## src/rtl/uart_config_sequencer.sv

```systemverilog
// UART link configuration handshake sequencer.
// Initiator: sends SYN plus the local configuration byte, then waits for ACK.
// If no ACK arrives it resends, and after the last resend it falls back to the
// standard configuration. Responder: on a received SYN it takes the next byte
// as the remote configuration, strobes it into STR and answers with ACK.
module uart_config_sequencer #(
    parameter logic [7:0] SYN_CHAR       = 8'hF1,
    parameter logic [7:0] ACK_CHAR       = 8'hF2,
    parameter int         TIMEOUT_CYCLES = 100000,
    parameter int         MAX_RETRY      = 3
) (
    input  logic       clk_i,
    input  logic       rst_n_i,
    input  logic       send_req_i,
    input  logic       enable_i,
    input  logic [1:0] cfg_data_width_i,
    input  logic [1:0] cfg_parity_mode_i,
    input  logic [1:0] cfg_stop_bits_i,
    input  logic       tx_idle_i,
    input  logic       tx_done_i,
    output logic       tx_req_o,
    output logic [7:0] tx_data_o,
    input  logic       rx_valid_i,
    input  logic [7:0] rx_data_i,
    output logic       str_en_o,
    output logic [1:0] data_width_o,
    output logic [1:0] parity_mode_o,
    output logic [1:0] stop_bits_o,
    output logic       configuration_done_o,
    output logic       set_std_config_o,
    output logic       busy_o
);

    // Guard the widths so degenerate parameter values still elaborate.
    localparam int TW = (TIMEOUT_CYCLES > 1) ? $clog2(TIMEOUT_CYCLES) : 1;
    localparam int RW = (MAX_RETRY > 0) ? $clog2(MAX_RETRY + 1) : 1;
    localparam logic [TW-1:0] TIMER_LAST = TW'(TIMEOUT_CYCLES - 1);
    localparam logic [RW-1:0] RETRY_LAST = RW'(MAX_RETRY);

    typedef enum logic [2:0] {
        ST_IDLE,
        ST_TX_WAIT,
        ST_TX_SYN,
        ST_TX_CFG,
        ST_WAIT_ACK,
        ST_RX_CFG,
        ST_TX_ACK
    } state_t;

    state_t          r_state;
    state_t          w_state_next;
    logic [TW-1:0]   r_timer;
    logic [TW-1:0]   w_timer_next;
    logic [RW-1:0]   r_retry;
    logic [RW-1:0]   w_retry_next;
    logic            r_sent;        // request for the current byte already issued
    logic            w_sent_next;
    logic            r_pending;     // local request deferred behind a responder handshake
    logic            w_pending_next;
    logic [5:0]      r_cfg;         // local fields captured when leaving IDLE
    logic [5:0]      w_cfg_next;
    logic [5:0]      r_remote;      // last remote fields written into STR
    logic [5:0]      w_remote_next;
    logic [5:0]      w_remote_view;

    logic w_rx_syn;
    logic w_rx_ack;
    logic w_timeout;

    assign w_rx_syn  = rx_valid_i && (rx_data_i == SYN_CHAR);
    assign w_rx_ack  = rx_valid_i && (rx_data_i == ACK_CHAR);
    assign w_timeout = (r_timer == TIMER_LAST);

    // State and bookkeeping registers; asynchronous reset drops everything in flight.
    always_ff @(posedge clk_i or negedge rst_n_i) begin
        if (!rst_n_i) begin
            r_state   <= ST_IDLE;
            r_timer   <= '0;
            r_retry   <= '0;
            r_sent    <= 1'b0;
            r_pending <= 1'b0;
            r_cfg     <= '0;
            r_remote  <= '0;
        end else begin
            r_state   <= w_state_next;
            r_timer   <= w_timer_next;
            r_retry   <= w_retry_next;
            r_sent    <= w_sent_next;
            r_pending <= w_pending_next;
            r_cfg     <= w_cfg_next;
            r_remote  <= w_remote_next;
        end
    end

    // Next-state logic and the single-cycle strobes towards TX, STR and the register block.
    always_comb begin
        w_state_next     = r_state;
        w_timer_next     = r_timer;
        w_retry_next     = r_retry;
        w_sent_next      = r_sent;
        w_pending_next   = r_pending;
        w_cfg_next       = r_cfg;
        w_remote_next    = r_remote;
        tx_req_o         = 1'b0;
        tx_data_o        = 8'h00;
        str_en_o         = 1'b0;
        set_std_config_o = 1'b0;

        case (r_state)
            ST_IDLE: begin
                if (enable_i && w_rx_syn) begin
                    // Responder wins; a coincident local request waits its turn.
                    w_state_next = ST_RX_CFG;
                    if (send_req_i) begin
                        w_pending_next = 1'b1;
                    end
                end else if (enable_i && (send_req_i || r_pending)) begin
                    w_state_next   = ST_TX_WAIT;
                    w_cfg_next     = {cfg_data_width_i, cfg_parity_mode_i, cfg_stop_bits_i};
                    w_pending_next = 1'b0;
                end else if (!enable_i) begin
                    w_pending_next = 1'b0;
                end
            end
            ST_TX_WAIT: begin
                if (tx_idle_i) begin
                    w_state_next = ST_TX_SYN;
                end
            end
            ST_TX_SYN: begin
                tx_data_o = SYN_CHAR;
                if (!r_sent) begin
                    if (tx_idle_i) begin
                        tx_req_o    = 1'b1;
                        w_sent_next = 1'b1;
                    end
                end else if (tx_done_i) begin
                    w_state_next = ST_TX_CFG;
                end
            end
            ST_TX_CFG: begin
                tx_data_o = {2'b00, r_cfg};
                if (!r_sent) begin
                    if (tx_idle_i) begin
                        tx_req_o    = 1'b1;
                        w_sent_next = 1'b1;
                    end
                end else if (tx_done_i) begin
                    w_state_next = ST_WAIT_ACK;
                end
            end
            ST_WAIT_ACK: begin
                if (w_rx_ack) begin
                    w_state_next = ST_IDLE;
                end else if (w_timeout) begin
                    if (r_retry < RETRY_LAST) begin
                        w_retry_next = r_retry + RW'(1);
                        w_state_next = ST_TX_WAIT;
                    end else begin
                        set_std_config_o = 1'b1;
                        w_state_next     = ST_IDLE;
                    end
                end
            end
            ST_RX_CFG: begin
                if (send_req_i) begin
                    w_pending_next = 1'b1;
                end
                if (rx_valid_i) begin
                    str_en_o      = 1'b1;
                    w_remote_next = rx_data_i[5:0];
                    w_state_next  = ST_TX_ACK;
                end else if (w_timeout) begin
                    w_state_next = ST_IDLE;
                end
            end
            ST_TX_ACK: begin
                if (send_req_i) begin
                    w_pending_next = 1'b1;
                end
                tx_data_o = ACK_CHAR;
                if (!r_sent) begin
                    if (tx_idle_i) begin
                        tx_req_o    = 1'b1;
                        w_sent_next = 1'b1;
                    end
                end else if (tx_done_i) begin
                    w_state_next = ST_IDLE;
                end
            end
            default: begin
                w_state_next = ST_IDLE;
            end
        endcase

        // Timer and issue flag restart on every state change; the timer only runs while waiting.
        if (w_state_next != r_state) begin
            w_timer_next = '0;
            w_sent_next  = 1'b0;
        end else if ((r_state == ST_WAIT_ACK) || (r_state == ST_RX_CFG)) begin
            w_timer_next = r_timer + TW'(1);
        end else begin
            w_timer_next = '0;
        end

        if ((w_state_next == ST_IDLE) && (r_state != ST_IDLE)) begin
            w_retry_next = '0;
        end
    end

    // Remote fields follow the received byte during the strobe so STR captures them that cycle.
    assign w_remote_view = str_en_o ? rx_data_i[5:0] : r_remote;

    assign data_width_o         = w_remote_view[5:4];
    assign parity_mode_o        = w_remote_view[3:2];
    assign stop_bits_o          = w_remote_view[1:0];
    assign configuration_done_o = (r_state == ST_IDLE);
    assign busy_o               = (r_state != ST_IDLE);

endmodule

```

## config.mk

```make
export PLATFORM = sky130hd
export DESIGN_NAME = uart_config_sequencer
export DESIGN_NICKNAME = d
export VERILOG_FILES = /design/src/rtl/uart_config_sequencer.sv
export SDC_FILE = /design/constraint.sdc
export NUM_CORES = 1
export LEC_CHECK = 0
export ABC_AREA = 0
export CAP_MARGIN = 20
export CORE_MARGIN = 4
export CORE_UTILIZATION = 35
export CTS_CLUSTER_SIZE = 28
export DETAILED_ROUTE_END_ITERATION = 16
export HOLD_SLACK_MARGIN = 0.05
export PLACE_DENSITY = 0.61
export SYNTH_ARGS = -nofsm -noshare
export SYNTH_HDL_FRONTEND = slang
export SYNTH_SLANG_ARGS = --single-unit
```

## constraint.sdc

```tcl
create_clock -name clk_i -period 4.6 [get_ports clk_i]
set_input_delay 1.38 -clock clk_i [delete_from_list [all_inputs] [get_ports clk_i]]
set_output_delay 1.38 -clock clk_i [all_outputs]
set_load 0.02 [all_outputs]
```

==> results_dict.tcl, run 1 <==
set metrics [dict create \
    track_usage_pct 13.9 \
    clock.fmax_ghz 0.223 \
    hold_violations 0 \
    power_density_mw_per_mm2 514 \
    synth_top_area_share_pct 45.6 \
    drt-total-wl_um 4470 \
    place_ws_ns -0.129 \
    synth_edf_count 0 \
    drt_pass1_iterations 4 \
    initial_core_util_pct 35.9 \
    p_int_mw 0.845 \
    slew_viol_final 0 \
    wl_met2_um 2160 \
    die_height_um 83.2 \
    worstPathArrival_ns 3.11 \
    syn_avg_cell_area_sq_um 9.69 \
    cp_max_fo 8 \
    outcome "finished clean" \
    clkSlewWorstSetupHoldPaths_ns 0.07 \
    fin_skew_ns 0.00484 \
    postRouteAntennaNets 0 \
    cts-buffers-inserted 5 \
    cp_cell_sequence "clkdlybuf4s50_1 > nor2b_1 > nand3_1 > buf_4 > inv_1 > clkdlybuf4s50_1" \
    dr_total_vias 1625 \
    p_seq_share_pct 34.6 \
    num_rows 27 \
    first_iter_violations 34 \
    setup_violations 0 \
    worst-path-buf-inv 4 \
    cts_tree "built" \
    fin_cells 325 \
    synthCells 204 \
    wl_per_cell_um 13.7 \
    p_leak_nw 1.15 \
    dieArea_sq_mm 0.00691 \
    rsz0062_at_grt "no" \
    clock_latency_ns 0.29 \
    fin_area_sq_mm 0.00263 \
    gp_congestion 0.802 \
    met3_length_um 229 \
    top_layer "met4" \
    required_ns 3.22 \
    critPathTopFamily "buffers and inverters" \
    dp.cells 317 \
    ir_drop_v 0.000320 \
    yosysUniqueCellTypes 45 \
    h-tree-depth 2 \
    endpoint_kind "output port" \
    cpMaxStageDelayCell "clkdlybuf4s50_1" \
    syn-num-nets 227 \
    drc_errors 0 \
    synth_ff_type "dfrtp_1" \
    die_w_um 83.2 \
    slowest_delay_ns 0.63 \
    power_frac_comb_pct 45.0 \
    p_clk_share_pct 20.4 \
    drive_gt1_share_pct 14.6 \
    syn_area_sq_mm 0.00198 \
    antenna_found_initial 0 \
    hold_path_class "flip-flop to flip-flop" \
    cp-start-kind "input port" \
    synth.yosys.warnings 0 \
    min_period_ns 4.49 \
    ios 40 \
    setup_slack_ns 0.109 \
    ys_ff_latch 36 \
    critical_path_class "input port to output port" \
    wl_met1_um 2020 \
    cts_num_sinks 36 \
    layout_common_cells "dfrtp_1, clkdlybuf4s50_1, nor2_1, nand2_1, mux2_2" \
    cpMostUsedCell "clkdlybuf4s50_1" \
    maxCapViolCount 0 \
    io_buffers 39 \
    grt_pass1_wl_um 7870 \
    grt_start_max_net_pins 37 \
    grt-ovfl-total 0 \
    swShare_pct 37.4 \
    n_antenna_cell 0 \
    area_growth_pct 32.8 \
    via_per_inst 5.00 \
    p_switching_mw 0.504 \
    fin_nets 275 \
    final_common_cell "dfrtp_1" \
    postCtsSetupRepairBufs 0 \
    core_area_sq_mm 0.00551 \
    synthArstFlopShare_pct 100 \
    clockRootBuffer "clkbuf_8" \
    ys_seq_area_share_pct 45.6 \
    first_global_vias 1650 \
    slew_headroom_pct 43.1 \
    placed_area_sq_mm 0.00249 \
    synth_area_leaders "dfrtp_1, mux2_2, nor2_1, xor2_1, xnor2_1" \
    dp_hpwl_um 3230 \
    post-route-period-util_pct 97.6 \
    clockBufferDepth 2 \
    synth_area_leader_cell "dfrtp_1" \
    worstMarginPinSlew_ns 0.842 \
    final.fill_count 537 \
]
flip-flops by register name, summed over array words and instances, names as in the netlist:
name and count:
r_state 3, r_pending 1, r_timer 17, r_retry 2, r_cfg 6, r_sent 1, r_remote 6
final timing paths:
check | from | endpoint | slack [ns] | cells past startpoint
worst min register to register | r_timer[0] | r_timer[0] | 0.48 | 1
worst max register to register | r_timer[0] | r_retry[1] | 2.23 | 6
worst max-delay path | rx_valid_i | str_en_o | 0.11 | 6
worst min-delay path | r_timer[0] | r_timer[0] | 0.48 | 1
max in group asynchronous | rst_n_i | r_timer[15] | 2.76 | 2
min in group asynchronous | rst_n_i | r_remote[3] | 1.50 | 2
repair_timing:
| item | 4_1_cts | 5_1_grt |
|---|---|---|
| hold buffers | 0 | 0 |
| endpoints found under the setup margin | 1 | 6 |
| pin swaps | 0 | 0 |
| resized for setup | 2 | 6 |
kinds of logic after synthesis:
| kind of cell | Yosys count | share of synthesized area (%) |
|---|---|---|
| AND/OR/NAND/NOR | 91 | 24.9 |
| flip-flops | 36 | 45.6 |
| AO/OA/AOI/OAI | 27 | 9.49 |
| XOR/XNOR | 17 | 7.53 |
| buffers and inverters | 17 | 3.48 |
| multiplexers | 13 | 7.28 |
| adder cells (fa/ha/maj) | 3 | 1.77 |
synthesized netlist by cell type, types with 2 or more instances:
library cell and instances:
nor4_1 3, a21oi_1 10, nand2b_1 2, nor2b_1 4
dfrtp_1 36, nand3_1 9, o21ai_0 3, nor3_1 3
clkbuf_1 5, nand4_1 6, nand2_1 13, xor2_1 10
and4_1 4, nor2_1 31, and3_1 3, nor4bb_1 3
ha_1 2, inv_1 9, a211oi_1 2, mux2_2 11
xnor2_1 7, nor4b_1 3, or4b_4 2, mux2i_1 2
metal layers:
metal,up-vias,global-route usage [%]
li1,814,-
met2,36,23.5
met1,769,16.7
met4,0,4.46
met5,-,0
met3,6,4.37
through the flow:
| stage | power, mW | hold WS, ns | util [%] | setup TNS (ns) |
|---|---|---|---|---|
| detailed placement | 1.10 | 0.479 | 45.3 | -0.129 |
| floorplan | 0.847 | 0.448 | - | 0 |
| global placement | 1.09 | 0.473 | 45.3 | -0.0613 |
| CTS | 1.38 | 0.489 | 47.4 | 0 |
| global route | 1.45 | 0.514 | 47.7 | 0 |
| finish | 1.35 | 0.484 | 47.7 | 0 |
power groups by stage:
stage / logic, mW / registers [mW] / clock network, mW
after global routing: 0.661 / 0.481 / 0.305
final: 0.607 / 0.467 / 0.275
after global placement: 0.616 / 0.472 / 0
after detailed placement: 0.620 / 0.475 / 0
after CTS: 0.622 / 0.468 / 0.289
after floorplan: 0.421 / 0.426 / 0
area by class of cell:
cell class                      count  area, sq um  area share (%)
Clock buffer                        5         68.8            2.62
Clock inverter                      3         42.5            1.62
Inverter                           10         37.5            1.43
Multi-Input combinational cell    151         1010            38.6
Sequential cell                    36          901            34.3
Tap cell                           72         90.1            3.43
Timing Repair Buffer               48          472            18.0
No activity file was read; power rests on OpenSTA's default activity.
==> run 2, diff against run 1 <==
- CORE_UTILIZATION: 35 -> 33
- CTS_BUF_LIST: not set -> sky130_fd_sc_hd__clkbuf_8
- PLACE_DENSITY: 0.61 -> 0.58
- SKIP_CTS_REPAIR_TIMING: not set -> 1
==> run 2 against run 1 <==
Clock-buffer cell count is the same. Worst setup slack improved by 0.19 ns. Via count increased by 1.5%. First-iteration DRC count grew 56%. Design area shrank 0.19%. Critical path type unchanged. Critical endpoint is now set_std_config_o. Largest cell class unchanged.
==> results_dict.tcl, run 2 (same netlist as run 1, synthesis figures left out) <==
set metrics [dict create \
    outcome "finished clean" \
    p_leak_nw 1.18 \
    grt-ovfl-total 0 \
    worstPathArrival_ns 2.92 \
    antenna_found_initial 0 \
    drt-total-wl_um 4540 \
    ir_drop_v 0.000252 \
    placed_area_sq_mm 0.00249 \
    first_iter_violations 53 \
    initial_core_util_pct 35.0 \
    clockRootBuffer "clkbuf_8" \
    gp_congestion 0.862 \
    cpMaxStageDelayCell "clkdlybuf4s50_1" \
    maxCapViolCount 0 \
    dieArea_sq_mm 0.00729 \
    power_density_mw_per_mm2 515 \
    io_buffers 39 \
    slew_viol_final 0 \
    cts_num_sinks 36 \
    cp-start-kind "input port" \
    num_rows 27 \
    hold_path_class "flip-flop to flip-flop" \
    critical_path_class "input port to output port" \
    required_ns 3.22 \
    cts-buffers-inserted 5 \
    min_period_ns 4.30 \
    clkSlewWorstSetupHoldPaths_ns 0.07 \
    place_ws_ns -0.105 \
    layout_common_cells "dfrtp_1, nor2_1, clkdlybuf4s50_1, nand2_1, mux2_2" \
    fin_cells 324 \
    slowest_delay_ns 0.50 \
    n_antenna_cell 0 \
    cts_tree "built" \
    drt_pass1_iterations 4 \
    finalSetupTns_ns 0 \
    rsz0062_at_grt "no" \
    fin_area_sq_mm 0.00262 \
    drive_gt1_share_pct 13.9 \
    p_total_mw 1.35 \
    via_per_inst 5.09 \
    setup_violations 0 \
    ios 40 \
    die_height_um 85.4 \
    worstMarginPinSlew_ns 0.911 \
    first_global_vias 1698 \
    core_area_sq_mm 0.00564 \
    postLayoutCoreUtil_pct 46.4 \
    h-tree-depth 2 \
    clockBufferDepth 2 \
    drc_errors 0 \
    setup_slack_ns 0.296 \
    clock.fmax_ghz 0.232 \
    grt_pass1_wl_um 8020 \
    wl_per_cell_um 14.0 \
    hold_violations 0 \
    clock_latency_ns 0.28 \
    slew_headroom_pct 38.9 \
    dr_total_vias 1649 \
    post-route-period-util_pct 93.6 \
    track_usage_pct 13.4 \
    dp_hpwl_um 3270 \
    grt_start_max_net_pins 37 \
    endpoint_kind "output port" \
    area_growth_pct 32.5 \
    cp_cell_sequence "clkdlybuf4s50_1 > or3b_2 > nor4_2 > nor4b_1 > dlymetal6s2s_1" \
    die_w_um 85.4 \
    final_common_cell "dfrtp_1" \
    whs_ns 0.486 \
    largest_reg_flops 17 \
    regMostFlops "r_timer" \
    postRouteAntennaNets 0 \
    dp.cells 316 \
    fin_nets 274 \
    cp_max_fo 3 \
    top_regs "r_timer x17, r_cfg x6, r_remote x6" \
    fin_skew_ns 0.00570 \
]
run 2: layout make-up:
cell class,instances,area [sq um]
clock inverter,3,38.8
timing repair buffer,47,470
sequential,36,901
tap,72,90.1
inverter,10,37.5
clock buffer,5,68.8
fill,533,3020
multi-input combinational,151,1010
run 2: worst paths after layout:
check	startpoint	end	slack [ns]	cells after the start
min in group asynchronous	rst_n_i	r_remote[3]	1.51	2
worst max-delay path	rx_valid_i	set_std_config_o	0.30	5
max in group asynchronous	rst_n_i	r_cfg[2]	2.74	2
worst max register to register	r_state[2]	r_cfg[2]	2.11	3
worst min register to register	r_timer[0]	r_timer[0]	0.49	1
worst min-delay path	r_timer[0]	r_timer[0]	0.49	1
run 2: where the power goes:
group | switching, mW | total (mW) | internal (mW)
registers | 0.0804 | 0.468 | 0.388
logic | 0.314 | 0.609 | 0.295
clock network | 0.113 | 0.272 | 0.159
run 2: critical path, delay by kind of cell:
kind | cells | cell delay [ns]
buffers and inverters | 2 | 0.72
AND/OR/NAND/NOR | 3 | 0.83
run 2: layer usage:
layer | GRT usage (%) | part of all wire, % | vias to the layer above
met2 | 21.8 | 47 | 31
met5 | 0 | 0 | -
met1 | 17.4 | 47 | 802
li1 | - | - | 811
met4 | 3.74 | 0.84 | 0
met3 | 3.50 | 4.8 | 5
==> run 3, diff against run 2 <==
- CTS_BUF_LIST: sky130_fd_sc_hd__clkbuf_8 -> not set
- SKIP_CTS_REPAIR_TIMING: 1 -> not set
==> run 3 against run 2 <==
Worst hold slack about the same. Clock power about the same. Largest power group unchanged. First-iteration DRC count up 32%. Die area is the same. Sequential cell count stayed put. Combinational power is 2% lower. Utilization down 0.33 points. Fmax fell by 2.3%. Wire length fell by 0.64%. Register-to-register slack about the same. Clock-buffer cell count increased by 1. Worst setup slack got worse by 0.10 ns.
==> results_dict.tcl, run 3 (same netlist as run 1, synthesis figures left out) <==
set metrics [dict create \
    outcome "finished clean" \
    top_layer "met4" \
    final_common_cell "dfrtp_1" \
    wl_per_cell_um 13.9 \
    grt_start_max_net_pins 37 \
    slew_viol_final 0 \
    n_antenna_cell 0 \
    ios 40 \
    largest_reg_flops 17 \
    core_area_sq_mm 0.00564 \
    postLayoutCoreUtil_pct 46.1 \
    cp_max_fo 3 \
    ir_drop_v 0.000252 \
    hold_path_class "flip-flop to flip-flop" \
    top_regs "r_timer x17, r_cfg x6, r_remote x6" \
    hold_violations 0 \
    rr_worst_depth 3 \
    rsz0062_at_grt "no" \
    drt-total-wl_um 4510 \
    cts_tree "built" \
    first_iter_violations 70 \
    via_per_inst 5.14 \
    fin_skew_ns 0.00597 \
    area_growth_pct 31.6 \
    grt-ovfl-total 0 \
    dp_hpwl_um 3270 \
    setup_violations 0 \
    power_density_mw_per_mm2 515 \
    dieArea_sq_mm 0.00729 \
    clock_latency_ns 0.28 \
    finalSetupTns_ns 0 \
    wl_met1_um 2090 \
    place_ws_ns -0.105 \
    io_buffers 39 \
    postCtsSetupRepairBufs 0 \
    maxCapViolCount 0 \
    cts_num_sinks 36 \
    p_leak_nw 1.12 \
    postRouteAntennaNets 0 \
    dr_total_vias 1665 \
    post-route-period-util_pct 95.8 \
    cp-start-kind "input port" \
    endpoint_kind "output port" \
    die_w_um 85.4 \
    cts-buffers-inserted 5 \
    met3_length_um 261 \
    critical_path_class "input port to output port" \
    setup_slack_ns 0.194 \
    antenna_found_initial 0 \
    grt_pass1_wl_um 8000 \
    track_usage_pct 13.3 \
    clock.fmax_ghz 0.227 \
    fin_nets 274 \
    holdPathStages 1 \
    first_global_vias 1693 \
    wl_met2_um 2100 \
    die_height_um 85.4 \
    num_rows 27 \
    initial_core_util_pct 35.0 \
    drc_errors 0 \
    drt_pass1_iterations 4 \
    min_period_ns 4.41 \
    clockRootBuffer "clkbuf_8" \
    layout_common_cells "dfrtp_1, nor2_1, clkdlybuf4s50_1, nand2_1, mux2_2" \
    regMostFlops "r_timer" \
    clkSlewWorstSetupHoldPaths_ns 0.07 \
    required_ns 3.22 \
    gp_congestion 0.862 \
    slew_headroom_pct 38.6 \
    clockBufferDepth 2 \
    drive_gt1_share_pct 13.9 \
    h-tree-depth 2 \
    worstMarginPinSlew_ns 0.916 \
    worstPathArrival_ns 3.03 \
    p_total_mw 1.34 \
]
run 3: cell types whose count changed in the layout (fill, tap and decap cells not counted), sizes merged:
cell / before / now
inv: 10 / 9
dlygate4sd2: 0 / 5
dlymetal6s2s: 8 / 3
clkbuf: 5 / 6
run 3: power by group:
group / total, mW / internal (mW) / switching, mW / leakage, nW
logic: 0.598 / 0.285 / 0.313 / 0.592
clock network: 0.275 / 0.161 / 0.114 / 0.0552
registers: 0.468 / 0.388 / 0.0805 / 0.477
run 3: path summary, 6_finish.rpt:
path / startpoint / to / slack, ns
setup reg to reg: r_state[2] / r_cfg[2] / 2.11
hold reg to reg: r_timer[0] / r_timer[0] / 0.49
min in group asynchronous: rst_n_i / r_remote[3] / 1.51
setup / recovery: rx_valid_i / set_std_config_o / 0.19
max in group asynchronous: rst_n_i / r_cfg[2] / 2.74
hold / removal: r_timer[0] / r_timer[0] / 0.49
run 3: per-layer routing:
layer | vias to the layer above | track usage (%)
li1 | 811 | -
met1 | 802 | 17.2
met2 | 45 | 21.7
met3 | 7 | 3.59
met5 | - | 0
met4 | 0 | 4.03
run 3: critical path: stages:
cell and delay, ns:
clkdlybuf4s50_1 0.50, or3b_2 0.49, nor4_2 0.22, nor4b_1 0.10, dlygate4sd2_1 0.33
run 3: cell type report:
| class | instances | area (sq um) |
|---|---|---|
| Tap cell | 72 | 90.1 |
| Sequential cell | 36 | 901 |
| Timing Repair Buffer | 47 | 452 |
| Multi-Input combinational cell | 151 | 1010 |
| Clock buffer | 6 | 72.6 |
| Inverter | 10 | 37.5 |
| Fill cell | 534 | 3040 |
| Clock inverter | 2 | 35.0 |
run 3: repair_timing:
action                                  CTS  global route
pin swaps                                 0             0
endpoints found under the setup margin    5             2
gates resized for setup                   6             4
hold buffers                              0             0
run 3: per-stage QoR:
| stage | cells | hold WS [ns] | cell area [sq um] |
|---|---|---|---|
| after CTS | 324 | 0.492 | 2590 |
| after global placement | 316 | 0.473 | 2490 |
| after global routing | 324 | 0.510 | 2600 |
| after floorplan | 204 | 0.448 | 1980 |
| final | 324 | 0.486 | 2600 |
| after detailed placement | 316 | 0.482 | 2490 |
